### src/rtl/common_pseudo_lru_set_array_if.sv
// Request/response bundle for the multi-set tree PLRU victim picker.
// master drives touches and queries; slave returns the registered pick.
interface common_pseudo_lru_set_array_if #(
  parameter int WAYS_LOG2 = 3,
  parameter int SETS_LOG2 = 6
);
  localparam int N  = 1 << WAYS_LOG2;
  localparam int SW = (SETS_LOG2 > 0) ? SETS_LOG2 : 1;

  logic                 flush;
  logic                 t_en;
  logic [SW-1:0]        t_set;
  logic [N-1:0]         t_way;
  logic                 q_en;
  logic [SW-1:0]        q_set;
  logic [N-1:0]         q_dvalid;
  logic [N-1:0]         q_lock;
  logic                 r_valid;
  logic [N-1:0]         r_way_onehot;
  logic [WAYS_LOG2-1:0] r_way_bin;
  logic                 r_none;

  modport master (
    output flush, t_en, t_set, t_way,
    output q_en, q_set, q_dvalid, q_lock,
    input  r_valid, r_way_onehot, r_way_bin, r_none
  );

  modport slave (
    input  flush, t_en, t_set, t_way,
    input  q_en, q_set, q_dvalid, q_lock,
    output r_valid, r_way_onehot, r_way_bin, r_none
  );
endinterface

### src/rtl/common_pseudo_lru_set_array.sv
// Multi-set tree pseudo-LRU victim picker with touch bypass,
// eligibility/lock masking and optional auto-touch of the pick.
module common_pseudo_lru_set_array #(
  parameter int WAYS_LOG2       = 3,
  parameter int SETS_LOG2       = 6,
  parameter bit PICK_AUTO_TOUCH = 1'b0
) (
  input logic clk,
  input logic reset,
  common_pseudo_lru_set_array_if.slave bus
);
  localparam int W     = WAYS_LOG2;
  localparam int N     = 1 << W;
  localparam int NODES = N - 1;
  localparam int SETS  = 1 << SETS_LOG2;

  typedef logic [NODES-1:0] tree_t;

  tree_t          tree_q [SETS];
  tree_t          tree_d [SETS];
  logic           r_valid_q;
  logic           r_none_q;
  logic [N-1:0]   r_onehot_q;
  logic [W-1:0]   r_bin_q;

  logic [N-1:0]   elig;
  logic [2*N-2:0] sub;
  tree_t          cur;
  logic [W-1:0]   t_idx;
  logic [W-1:0]   pick;
  logic           t_hit;
  logic           none;
  logic           lo, hi, nb, go;
  int             ts, qs, node;

  // Point every node on the root->way path away from that way.
  function automatic tree_t touch(tree_t tr, logic [W-1:0] way);
    tree_t r;
    int    n;
    r = tr;
    n = 0;
    for (int l = 0; l < W; l++) begin
      for (int k = 0; k < NODES; k++)
        if (k == n) r[k] = ~way[W-1-l];
      n = 2*n + 1 + int'(way[W-1-l]);
    end
    return r;
  endfunction

  always_comb begin
    ts = 0;
    qs = 0;
    if (SETS_LOG2 > 0) begin
      ts = int'(bus.t_set);
      qs = int'(bus.q_set);
    end
    t_hit = |bus.t_way;
    t_idx = '0;
    for (int i = N-1; i >= 0; i--)
      if (bus.t_way[i]) t_idx = W'(i);

    // Queried set as it will look after this cycle's touch/flush.
    cur = '0;
    for (int s = 0; s < SETS; s++)
      if (s == qs) cur = tree_q[s];
    if (bus.t_en && t_hit && ts == qs) cur = touch(cur, t_idx);
    if (bus.flush) cur = '0;

    elig = bus.q_dvalid & ~bus.q_lock;
    sub  = '0;
    for (int i = 0; i < N; i++) sub[NODES+i] = elig[i];
    for (int k = NODES-1; k >= 0; k--)
      sub[k] = sub[2*k+1] | sub[2*k+2];

    pick = '0;
    node = 0;
    for (int l = 0; l < W; l++) begin
      lo = 1'b0;
      hi = 1'b0;
      nb = 1'b0;
      for (int k = 0; k < NODES; k++)
        if (k == node) begin
          lo = sub[2*k+1];
          hi = sub[2*k+2];
          nb = cur[k];
        end
      go = (lo && hi) ? nb : hi;
      pick[W-1-l] = go;
      node = 2*node + 1 + int'(go);
    end
    none = ~sub[0];

    // External touch first, then auto-touch; flush overrides both.
    for (int s = 0; s < SETS; s++) begin
      tree_d[s] = tree_q[s];
      if (bus.t_en && t_hit && s == ts)
        tree_d[s] = touch(tree_d[s], t_idx);
      if (PICK_AUTO_TOUCH && bus.q_en && !none && s == qs)
        tree_d[s] = touch(tree_d[s], pick);
      if (bus.flush) tree_d[s] = '0;
    end
  end

  always_ff @(posedge clk or posedge reset) begin
    if (reset) begin
      for (int s = 0; s < SETS; s++) tree_q[s] <= '0;
      r_valid_q  <= 1'b0;
      r_none_q   <= 1'b0;
      r_onehot_q <= '0;
      r_bin_q    <= '0;
    end else begin
      for (int s = 0; s < SETS; s++) tree_q[s] <= tree_d[s];
      r_valid_q <= bus.q_en;
      if (bus.q_en) begin
        r_none_q   <= none;
        r_bin_q    <= none ? '0 : pick;
        r_onehot_q <= none ? '0 : (N'(1) << pick);
      end
    end
  end

  assign bus.r_valid      = r_valid_q;
  assign bus.r_none       = r_none_q;
  assign bus.r_way_onehot = r_onehot_q;
  assign bus.r_way_bin    = r_bin_q;
endmodule

### src/flat_wrapper.sv
// flat-port wrapper written by rule: the top's interface ports become plain ports
module common_pseudo_lru_set_array_flat 
#(
  parameter int WAYS_LOG2       = 3,
  parameter int SETS_LOG2       = 6,
  parameter bit PICK_AUTO_TOUCH = 1'b0
)
  (clk, reset, bus_flush, bus_t_en, bus_t_set, bus_t_way, bus_q_en, bus_q_set, bus_q_dvalid, bus_q_lock, bus_r_valid, bus_r_way_onehot, bus_r_way_bin, bus_r_none);
  common_pseudo_lru_set_array_if #(.WAYS_LOG2(WAYS_LOG2), .SETS_LOG2(SETS_LOG2)) bus_i ();
  input logic clk;
  input logic reset;
  input wire logic [$bits(bus_i.flush)-1:0] bus_flush;
  input wire logic [$bits(bus_i.t_en)-1:0] bus_t_en;
  input wire logic [$bits(bus_i.t_set)-1:0] bus_t_set;
  input wire logic [$bits(bus_i.t_way)-1:0] bus_t_way;
  input wire logic [$bits(bus_i.q_en)-1:0] bus_q_en;
  input wire logic [$bits(bus_i.q_set)-1:0] bus_q_set;
  input wire logic [$bits(bus_i.q_dvalid)-1:0] bus_q_dvalid;
  input wire logic [$bits(bus_i.q_lock)-1:0] bus_q_lock;
  output wire logic [$bits(bus_i.r_valid)-1:0] bus_r_valid;
  output wire logic [$bits(bus_i.r_way_onehot)-1:0] bus_r_way_onehot;
  output wire logic [$bits(bus_i.r_way_bin)-1:0] bus_r_way_bin;
  output wire logic [$bits(bus_i.r_none)-1:0] bus_r_none;
  assign bus_i.flush = bus_flush;
  assign bus_i.t_en = bus_t_en;
  assign bus_i.t_set = bus_t_set;
  assign bus_i.t_way = bus_t_way;
  assign bus_i.q_en = bus_q_en;
  assign bus_i.q_set = bus_q_set;
  assign bus_i.q_dvalid = bus_q_dvalid;
  assign bus_i.q_lock = bus_q_lock;
  assign bus_r_valid = bus_i.r_valid;
  assign bus_r_way_onehot = bus_i.r_way_onehot;
  assign bus_r_way_bin = bus_i.r_way_bin;
  assign bus_r_none = bus_i.r_none;
  common_pseudo_lru_set_array #(.WAYS_LOG2(WAYS_LOG2), .SETS_LOG2(SETS_LOG2), .PICK_AUTO_TOUCH(PICK_AUTO_TOUCH)) u_core (.clk(clk), .reset(reset), .bus(bus_i));
endmodule
### config.mk
export PLATFORM = sky130hd
export DESIGN_NAME = common_pseudo_lru_set_array_flat
export DESIGN_NICKNAME = d
export VERILOG_FILES = /design/src/rtl/common_pseudo_lru_set_array_if.sv /design/src/rtl/common_pseudo_lru_set_array.sv /design/src/flat_wrapper.sv
export SDC_FILE = /design/constraint.sdc
export NUM_CORES = 1
export LEC_CHECK = 0
export CAP_MARGIN = 25
export CORE_MARGIN = 2
export CORE_UTILIZATION = 35
export DETAILED_ROUTE_END_ITERATION = 6
export HOLD_SLACK_MARGIN = 0.06
export SLEW_MARGIN = 20
export SYNTH_ARGS = -nofsm -noshare
export SYNTH_HDL_FRONTEND = slang
export SYNTH_SLANG_ARGS = --single-unit
### constraint.sdc
create_clock -name clk -period 42.8 [get_ports clk]
set_input_delay 6.42 -clock clk [delete_from_list [all_inputs] [get_ports clk]]
set_output_delay 6.42 -clock clk [all_outputs]
set_load 0.01 [all_outputs]
* Yosys cells after proc, flatten, opt, wreduce, memory -nomap -nowiden *
Index checks and enable logic that the tools add are counted.

operators by class
  $add $sub $neg = 6
  equal/unequal tests = 151
  shift operators = 1
  muxes and demuxes = 275
  bitwise operators = 13
  reduce and logical (&&, ||, !) cells = 530

operators with widths
  kind                                                                    count
  7-bit two-way mux                                                       194
  2-bit AND reduction                                                     384
  4-bit by 32-bit equality test with 1-bit output (first input constant)  12
  6-bit equality test (first input constant)                              64
  3-bit by 32-bit equality test with 1-bit output (first input constant)  8
  5-bit by 6-bit equality test with 1-bit output (first input constant)   32
  32-bit zero test                                                        6
  2-bit by 32-bit equality test with 1-bit output (first input constant)  4
  2-bit nonzero test                                                      64
  4-bit by 6-bit equality test with 1-bit output (first input constant)   16
  1-bit two-way mux                                                       71
  1-bit logical AND                                                       69
  32-bit by 2-bit adder with 32-bit output                                2
  32-bit by 2-bit adder with 32-bit output (second input constant)        2
  3-bit by 6-bit equality test with 1-bit output (first input constant)   8
  3-bit two-way mux                                                       9
  2-bit by 6-bit equality test with 1-bit output (first input constant)   4
  3-bit nonzero test                                                      6
  1-bit by 6-bit equality test with 1-bit output (first input constant)   2
  8-bit AND                                                               1
  8-bit two-way mux                                                       1
  8-bit inverter                                                          1
  8-bit OR reduction                                                      1
  1-bit by 3-bit << shifter with 8-bit output (first input constant)      1
  4 further kinds                                                         14

storage, ports and cells
  register bits = 461
  input bits = 41
  output and inout port bits = 13

* Logic depth before layout (Yosys ltp) *
Gate-level depths: netlist of run 1.

  word-level depth = 94
  mapped depth = 17

* Worst setup path after synthesis of run 1 *
Ideal clock, no wire load.

  kind = input-to-reg
  start point = input port bus_q_set[5]
  end point = register u_core.r_onehot_q[2] (netlist: u_core.bus.r_way_onehot[2])
  arrival time = 9.250 ns
  required time = 42.699 ns
  path slack = 33.449 ns
  stages on the path = 14
  path through = buf_6 buf_6 buf_6 nor4b_4 a21oi_2 o221ai_2 a21oi_1 o31ai_1 nand3_1 a31o_2 a211o_1 a22o_1 a311o_1 o32ai_1

between the ends
  word-level cells in the longest chain between the ends = 92
  elaborated cells between the ends (all ways) = 210
  those cells by class = 3 x add/sub; 76 x eq/ne; 1 x shift; 124 x mux; 6 x reduce/logical

ends and longest elaborated chain
  item                                             RTL line                            source
  start: declaration                               flat_wrapper.sv:17                  input wire logic [$bits(bus_i.q_set)-1:0] bus_q_set;
  32-bit zero test                                 common_pseudo_lru_set_array.sv:65   if (s == qs) cur = tree_q[s];
  7-bit two-way mux (64 in a row)                  common_pseudo_lru_set_array.sv:65
  7-bit two-way mux (*)                            common_pseudo_lru_set_array.sv:66   if (bus.t_en && t_hit && ts == qs) cur = touch(cur, t_idx);
  7-bit two-way mux (*)                            common_pseudo_lru_set_array.sv:67   if (bus.flush) cur = '0;
  1-bit two-way mux                                common_pseudo_lru_set_array.sv:87   go = (lo && hi) ? nb : hi;
  1-bit by 1-bit adder with 2-bit output           common_pseudo_lru_set_array.sv:89   node = 2*node + 1 + int'(go);
  32-bit zero test                                 common_pseudo_lru_set_array.sv:82   if (k == node) begin
  1-bit two-way mux (7 in a row)                   common_pseudo_lru_set_array.sv:82
  1-bit logical AND                                common_pseudo_lru_set_array.sv:87
  1-bit two-way mux                                common_pseudo_lru_set_array.sv:87
  32-bit by 2-bit adder with 32-bit output         common_pseudo_lru_set_array.sv:89
  32-bit zero test                                 common_pseudo_lru_set_array.sv:82
  1-bit two-way mux (7 in a row)                   common_pseudo_lru_set_array.sv:82
  1-bit logical AND                                common_pseudo_lru_set_array.sv:87
  1-bit two-way mux                                common_pseudo_lru_set_array.sv:87
  1-bit by 3-bit << shifter with 8-bit output (*)  common_pseudo_lru_set_array.sv:117  r_onehot_q <= none ? '0 : (N'(1) << pick);
  8-bit two-way mux (*)                            common_pseudo_lru_set_array.sv:117
  end signal: assignment                           common_pseudo_lru_set_array.sv:117
  end: declaration                                 common_pseudo_lru_set_array.sv:23   logic [N-1:0] r_onehot_q;

Every way passes the cells marked *; elsewhere a longest branch is shown, timed or not.
A chain may end at the register's enable or synchronous reset.

* Worst setup path in the final report of run 1 *
  start point = input port bus_q_set[1]
  end point = register u_core.r_onehot_q[2] (netlist: u_core.bus.r_way_onehot[2])

Same word-level chain as after synthesis.

==> impl_metrics.env, run 1 <==
export IMPL_relSlewSlack=0.236
export IMPL_synth_xor_area_frac=0.00239
export IMPL_ant_nets=0
export IMPL_critPathCaptureType="register"
export IMPL_syn_avg_cell_area_sq_um=9.03
export IMPL_multiInputGateArea_sq_mm=0.0129
export IMPL_clockRootBuffer="clkbuf_16"
export IMPL_clock_sinks=461
export IMPL_numCtsBuffers=51
export IMPL_yosys_area_share_simple=0.133
export IMPL_hold_worst_slack_ns=0.478
export IMPL_setup_viol=0
export IMPL_firstDrtPassIters=6
export IMPL_antenna_found_initial=2
export IMPL_cp_startpoint="bus_q_set[1]"
export IMPL_syn_to_final_growth_pct=12.5
export IMPL_clock_latency_ns=0.62
export IMPL_crit_type="in -> reg"
export IMPL_ys_seq_area_frac=0.450
export IMPL_netlist_area_sq_mm=0.0256
export IMPL_die_area_sq_mm=0.0754
export IMPL_finalPower_w=0.00119
export IMPL_yosysUniqueCellTypes=99
export IMPL_fin_crit_ns=11.00
export IMPL_critPathCapture="u_core.bus.r_way_onehot[2]$_DFFE_PP0P_"
export IMPL_synth_top_flop_cell="dfrtp_1"
export IMPL_grt_pass1_wl_um=155000
export IMPL_fin_setup_tns_ns=0
export IMPL_syn_nets=2881
export IMPL_ys_seq_elements=461
export IMPL_worstPathMaxFanout=137
export IMPL_fmax_mhz=90.9
export IMPL_clkSlewWorstSetupHoldPaths_ns=0.06
export IMPL_worst_pin_slew_ns=1.15
export IMPL_ctsHoldBuffers=0
export IMPL_finalCritPeriodShare=0.257
export IMPL_reg2reg_to="u_core.bus.r_way_onehot[2]$_DFFE_PP0P_"
export IMPL_worst_endpoint_arrival_ns=11.51
export IMPL_dp_cells=3650
export IMPL_gp_congestion=0.971
export IMPL_ff_latch_area_sq_mm=0.0115
export IMPL_grt_overflow_total=0
export IMPL_vias=24600
export IMPL_synth_compound_area_frac=0.312
export IMPL_cts_tree="done"
export IMPL_ys_warnings_count=0
export IMPL_final_cell_mix="dfrtp_1 (461), o21ai_0 (454), nand2_1 (257)"
export IMPL_cts_repair_resized=0
export IMPL_p_leak_nw=11.4
export IMPL_drc=0
export IMPL_final_cells=3755
export IMPL_grt_max_degree=138
export IMPL_peakVddDrop_mv=0.0267
export IMPL_row_count=99
export IMPL_grt_use_total=0.269
export IMPL_dp_hpwl_um=66900
export IMPL_synth_async_sr_flop_share=1.00
export IMPL_power_density_mw_per_mm2=41.1
export IMPL_fin_nets=2797
export IMPL_antenna_cells=0
export IMPL_r2r_setup_slack_ns=39.02
export IMPL_post_place_ws_ns=31.45
export IMPL_synthCells=2840
export IMPL_muxShareOfSynthArea=0.0518
export IMPL_final_common_cell="dfrtp_1"
export IMPL_drive_gt1_frac=0.101
export IMPL_cap_violations=0
export IMPL_vias_per_cell=6.55
export IMPL_postCtsSetupBuffers=0
export IMPL_port_buffer_count=53
export IMPL_timing_final_ws_setup_ns=31.80
export IMPL_initial_core_util=0.353
export IMPL_fp_dieH_um=275
export IMPL_startpoint_type="primary input"
export IMPL_final_fill_count=7160
export IMPL_clock_skew_ns=0.0176
export IMPL_final_hold_viol_count=0
export IMPL_routed_wl_um=103000
export IMPL_cp_required_ns=43.31
export IMPL_status="complete, no violations"
export IMPL_htree_levels=2
export IMPL_worstRegToRegCells=11
export IMPL_routedWlPerCell_um=27.4
export IMPL_drt_initial_drc_count=3552
export IMPL_die_w_um=275
export IMPL_hold_class="reg -> reg"
export IMPL_finalMaxSlewViolations=0
export IMPL_core_area_sq_mm=0.0727
export IMPL_ios=54
export IMPL_rsz0062_at_grt="false"
export IMPL_synth_top_family_by_area="compound AO/OA/AOI/OAI gates"
export IMPL_synth_edf_count=0
export IMPL_grt_pass1_vias=23500
export IMPL_reg2reg_from="u_core.tree_q[91]$_DFFE_PP0P_"
export IMPL_clockBufferDepth=3
export IMPL_post_synth_fa_ha_maj_area_fraction=0
-- cell families after synthesis --
| family | after synthesis |
|---|---|
| AND/OR/NAND/NOR | 686 |
| multiplexers | 122 |
| XOR/XNOR | 7 |
| AO/OA/AOI/OAI | 1262 |
| buffers and inverters | 302 |
| flip-flops | 461 |
-- metal layers --
metal  part of all wire  track usage
met1               0.41        0.378
met2               0.43        0.393
met3               0.11       0.0656
met4              0.048        0.118
met5                  0            0
-- area by class of cell --
type,count,share of cell area
well taps,959,0.0416
inverters,27,0.00377
repair buffers,138,0.0441
flip-flops and latches,461,0.400
clock buffers,68,0.0507
clock inverters,25,0.0121
multi-input cells,2077,0.448
-- synth_stat cells, types with 7 or more instances --
| master | count | share of area |
|---|---|---|
| o2bb2ai_1 | 11 | 0.0038 |
| nand3_1 | 45 | 0.0088 |
| a32oi_1 | 11 | 0.0038 |
| and3_1 | 21 | 0.0051 |
| a211o_1 | 8 | 0.0027 |
| o32ai_1 | 13 | 0.0044 |
| a2111oi_0 | 9 | 0.0031 |
| clkbuf_1 | 179 | 0.026 |
| buf_1 | 22 | 0.0032 |
| o31ai_1 | 229 | 0.067 |
| nand2_1 | 257 | 0.038 |
| a31oi_1 | 52 | 0.013 |
| nor3_1 | 50 | 0.0098 |
| o221ai_1 | 15 | 0.0051 |
| nor2_1 | 140 | 0.020 |
| o22ai_1 | 21 | 0.0051 |
| a32o_1 | 7 | 0.0027 |
| mux2i_1 | 73 | 0.029 |
| nor4_1 | 23 | 0.0056 |
| a311oi_1 | 22 | 0.0075 |
| and2_1 | 13 | 0.0032 |
| o21a_1 | 14 | 0.0041 |
| o2111ai_1 | 9 | 0.0031 |
| nor2b_1 | 37 | 0.0090 |
| a221oi_1 | 18 | 0.0061 |
| inv_1 | 24 | 0.0035 |
| a21o_1 | 7 | 0.0020 |
| o211ai_1 | 14 | 0.0041 |
| a2bb2oi_1 | 7 | 0.0024 |
| mux2_2 | 45 | 0.020 |
| buf_4 | 10 | 0.0029 |
| nand2b_1 | 27 | 0.0066 |
| o21ai_0 | 454 | 0.089 |
| a22oi_1 | 15 | 0.0044 |
| buf_2 | 57 | 0.011 |
| a211oi_1 | 53 | 0.016 |
| or3_1 | 9 | 0.0022 |
| a21oi_1 | 215 | 0.042 |
| dfrtp_1 | 461 | 0.45 |
-- how the worst min path moves through the flow --
stage / from / endpoint / slack [ns] / cells after the start
after floorplan: u_core.tree_q[19]$_DFFE_PP0P_ / u_core.tree_q[19]$_DFFE_PP0P_ / 0.44 / 2
after global placement: u_core.tree_q[232]$_DFFE_PP0P_ / u_core.tree_q[232]$_DFFE_PP0P_ / 0.46 / 2
after detailed placement: u_core.tree_q[436]$_DFFE_PP0P_ / u_core.tree_q[436]$_DFFE_PP0P_ / 0.47 / 2
after CTS: u_core.tree_q[436]$_DFFE_PP0P_ / u_core.tree_q[436]$_DFFE_PP0P_ / 0.48 / 2
after global routing: u_core.tree_q[422]$_DFFE_PP0P_ / u_core.tree_q[422]$_DFFE_PP0P_ / 0.50 / 2
final: u_core.tree_q[436]$_DFFE_PP0P_ / u_core.tree_q[436]$_DFFE_PP0P_ / 0.48 / 2
-- power breakdown --
part	internal (W)	total [W]	switching (W)
clock	0.000288	0.000484	0.000196
sequential	0.000481	0.000513	0.0000328
combinational	0.0000615	0.000188	0.000127
-- state kept, by name, indices dropped and copies added, names as in the netlist --
signal	flops
u_core.tree_q	448
u_core.bus.r_way_onehot	8
u_core.bus.r_way_bin	3
u_core.bus.r_valid	1
u_core.bus.r_none	1
-- worst max-delay path, stage by stage --
cell      delay, ns
buf_8          0.54
buf_12         0.66
or2_0          0.95
o211ai_1       0.29
or4_1          0.60
a31o_1         0.26
a31o_2         0.30
a211o_1        0.32
a22o_1         0.24
a311o_1        0.40
o32ai_1        0.32
-- through the flow --
stage | area (sq um) | util
final | 28900 | 0.397
after global routing | 28900 | 0.397
after CTS | 28700 | 0.394
after detailed placement | 26900 | 0.369
after global placement | 26800 | 0.369
after floorplan | 25600 | -
Power figures use the tool's default switching activity.
==> inputs of run 2 (changes only) <==
clock period = 10.34 ns   (was 42.8 ns; I/O delays follow)
==> run 2 against run 1 <==
  * Cell area down 0.26%
  * Hold slack about the same
  * Power rose to 4.1 times the previous value
  * Critical path type unchanged
  * Clock power rose to 4.1 times the previous value
  * Critical endpoint unchanged
  * Die area unchanged
  * Count of clock-buffer cells in the layout down 8
  * Cell count down 0.24%
  * First-iteration DRC count down 9.4%
  * Critical path depth up 3
  * Register-to-register slack worse by 32 ns
==> impl_metrics.env, run 2 (synthesis results as in run 1) <==
export IMPL_hold_path_end="u_core.tree_q[237]$_DFFE_PP0P_"
export IMPL_worstPathMaxFanout=58
export IMPL_rsz0062_at_grt="false"
export IMPL_critPathCaptureType="register"
export IMPL_clock_sinks=461
export IMPL_power_density_mw_per_mm2=169
export IMPL_antenna_found_initial=0
export IMPL_startpoint_type="primary input"
export IMPL_fin_crit_ns=5.78
export IMPL_clockRootBuffer="clkbuf_16"
export IMPL_peakVddDrop_mv=0.131
export IMPL_largest_reg_flops=448
export IMPL_postPlaceCellArea_sq_mm=0.0269
export IMPL_min_path_cells=2
export IMPL_final_cells=3746
export IMPL_cp_cell_sequence="buf_6 -> buf_4 -> or2_0 -> buf_4 -> o221a_2 -> a221oi_1 -> o2111ai_1 -> a31oi_1 -> o31ai_1 -> a31oi_1 -> nor2_1 -> a22o_1 -> a311o_1 -> o32ai_1"
export IMPL_relSlewSlack=0.224
export IMPL_cts_repair_resized=0
export IMPL_multiInputGateArea_sq_mm=0.0129
export IMPL_crit_type="in -> reg"
export IMPL_drive_gt1_frac=0.101
export IMPL_routed_wl_um=102000
export IMPL_drc=0
export IMPL_finalMaxSlewViolations=0
export IMPL_ant_nets=0
export IMPL_routedWlPerCell_um=27.2
export IMPL_cts_tree="done"
export IMPL_firstDrtPassIters=6
export IMPL_final_common_cell="dfrtp_1"
export IMPL_ff_latch_area_sq_mm=0.0115
export IMPL_fin_nets=2789
export IMPL_p_leak_nw=11.4
export IMPL_die_w_um=275
export IMPL_worstRegToRegCells=11
export IMPL_worst_endpoint_arrival_ns=6.26
export IMPL_port_buffer_count=53
export IMPL_htree_levels=2
export IMPL_grt_use_total=0.265
export IMPL_crit_family="compound AO/OA/AOI/OAI gates"
export IMPL_setup_viol=0
export IMPL_numCtsBuffers=51
export IMPL_finalPower_w=0.00487
export IMPL_dp_cells=3650
export IMPL_critPathBufInv=3
export IMPL_syn_to_final_growth_pct=12.2
export IMPL_die_area_sq_mm=0.0754
export IMPL_cp_required_ns=10.82
export IMPL_r2r_setup_slack_ns=6.60
export IMPL_status="complete, no violations"
export IMPL_final_cell_mix="dfrtp_1 (461), o21ai_0 (454), nand2_1 (257)"
export IMPL_gp_congestion=0.991
export IMPL_hold_class="reg -> reg"
export IMPL_row_count=99
export IMPL_clock_skew_ns=0.0242
export IMPL_final_fill_count=7156
export IMPL_vias_per_cell=6.51
export IMPL_vias=24400
export IMPL_grt_pass1_wl_um=152000
export IMPL_worst_pin_slew_ns=1.15
export IMPL_largest_register="u_core.tree_q"
export IMPL_drt_initial_drc_count=3218
export IMPL_grt_overflow_total=0
export IMPL_clockBufferDepth=3
export IMPL_grt_max_degree=179
export IMPL_core_area_sq_mm=0.0727
export IMPL_initial_core_util=0.353
export IMPL_final_hold_viol_count=0
export IMPL_finalCritPeriodShare=0.559
export IMPL_final_area_sq_mm=0.0288
export IMPL_ios=54
export IMPL_antenna_cells=0
export IMPL_dp_hpwl_um=66200
export IMPL_cap_violations=0
export IMPL_crit_slowest_cell="or2_0"
export IMPL_reg2reg_to="u_core.bus.r_way_onehot[2]$_DFFE_PP0P_"
export IMPL_postCtsSetupBuffers=0
export IMPL_clkSlewWorstSetupHoldPaths_ns=0.07
export IMPL_ctsHoldBuffers=0
export IMPL_clock_latency_ns=0.64
export IMPL_reg2reg_from="u_core.tree_q[413]$_DFFE_PP0P_"
export IMPL_fmax_mhz=173
export IMPL_fp_dieH_um=275
export IMPL_fin_setup_tns_ns=0
export IMPL_min_delay_start="u_core.tree_q[237]$_DFFE_PP0P_"
export IMPL_max_stage_delay_ns=0.66
export IMPL_grt_pass1_vias=23000
## run 2: changes by cell type in the layout (fill, tap and decap cells not counted), sizes merged
cell,before,now
buf,89,83
clkdlybuf4s18,1,0
clkinv,18,17
clkbuf,70,61
inv,25,27
clkinvlp,1,7
## run 2: how the worst max path moves through the flow
stage | start | endpoint | slack [ns] | depth (start not counted)
2_1_floorplan | reset | u_core.bus.r_none$_DFFE_PP0P_ | 2.55 | 1
3_3_place_gp | bus_q_set[0] | u_core.bus.r_way_onehot[0]$_DFFE_PP0P_ | 4.16 | 13
3_5_place_dp | bus_q_set[0] | u_core.bus.r_way_onehot[2]$_DFFE_PP0P_ | 4.16 | 13
4_1_cts | bus_q_set[0] | u_core.bus.r_way_onehot[2]$_DFFE_PP0P_ | 4.79 | 13
5_1_grt | bus_q_set[0] | u_core.bus.r_way_onehot[2]$_DFFE_PP0P_ | 4.51 | 14
6_report | bus_q_set[0] | u_core.bus.r_way_onehot[2]$_DFFE_PP0P_ | 4.56 | 14
## run 2: through the flow
stage / utilization / worst slack (ns) / hold slack (ns)
2_1_floorplan: - / 2.55 / 0.441
3_3_place_gp: 0.369 / 4.16 / 0.457
3_5_place_dp: 0.370 / 4.16 / 0.467
4_1_cts: 0.395 / 4.79 / 0.482
5_1_grt: 0.396 / 4.51 / 0.506
6_report: 0.396 / 4.56 / 0.478
## run 2: layout make-up
class                      count  share of cell area
multi-input combinational   2077               0.450
timing repair buffer         130              0.0422
clock buffer                  60              0.0469
sequential                   461               0.401
tap                          959              0.0417
inverter                      27             0.00365
clock inverter                32              0.0150
## run 2: layer usage
layer	GRT usage	vias up	wire length, um
met4	0.119	0	4880
met2	0.383	1521	43100
met1	0.371	12000	42300
met5	0	-	0
li1	-	10600	-
met3	0.0686	275	11700
## run 2: worst register-to-register path, delay by kind of cell (launching register included)
family | cells | cell delay [ns]
compound gates | 9 | 2.92
flops | 1 | 0.40
simple gates | 2 | 0.31
## run 2: power by group
| group | switching (W) | internal (W) |
|---|---|---|
| combinational | 0.000522 | 0.000252 |
| sequential | 0.000135 | 0.00199 |
| clock | 0.000830 | 0.00114 |
| total | 0.00149 | 0.00338 |
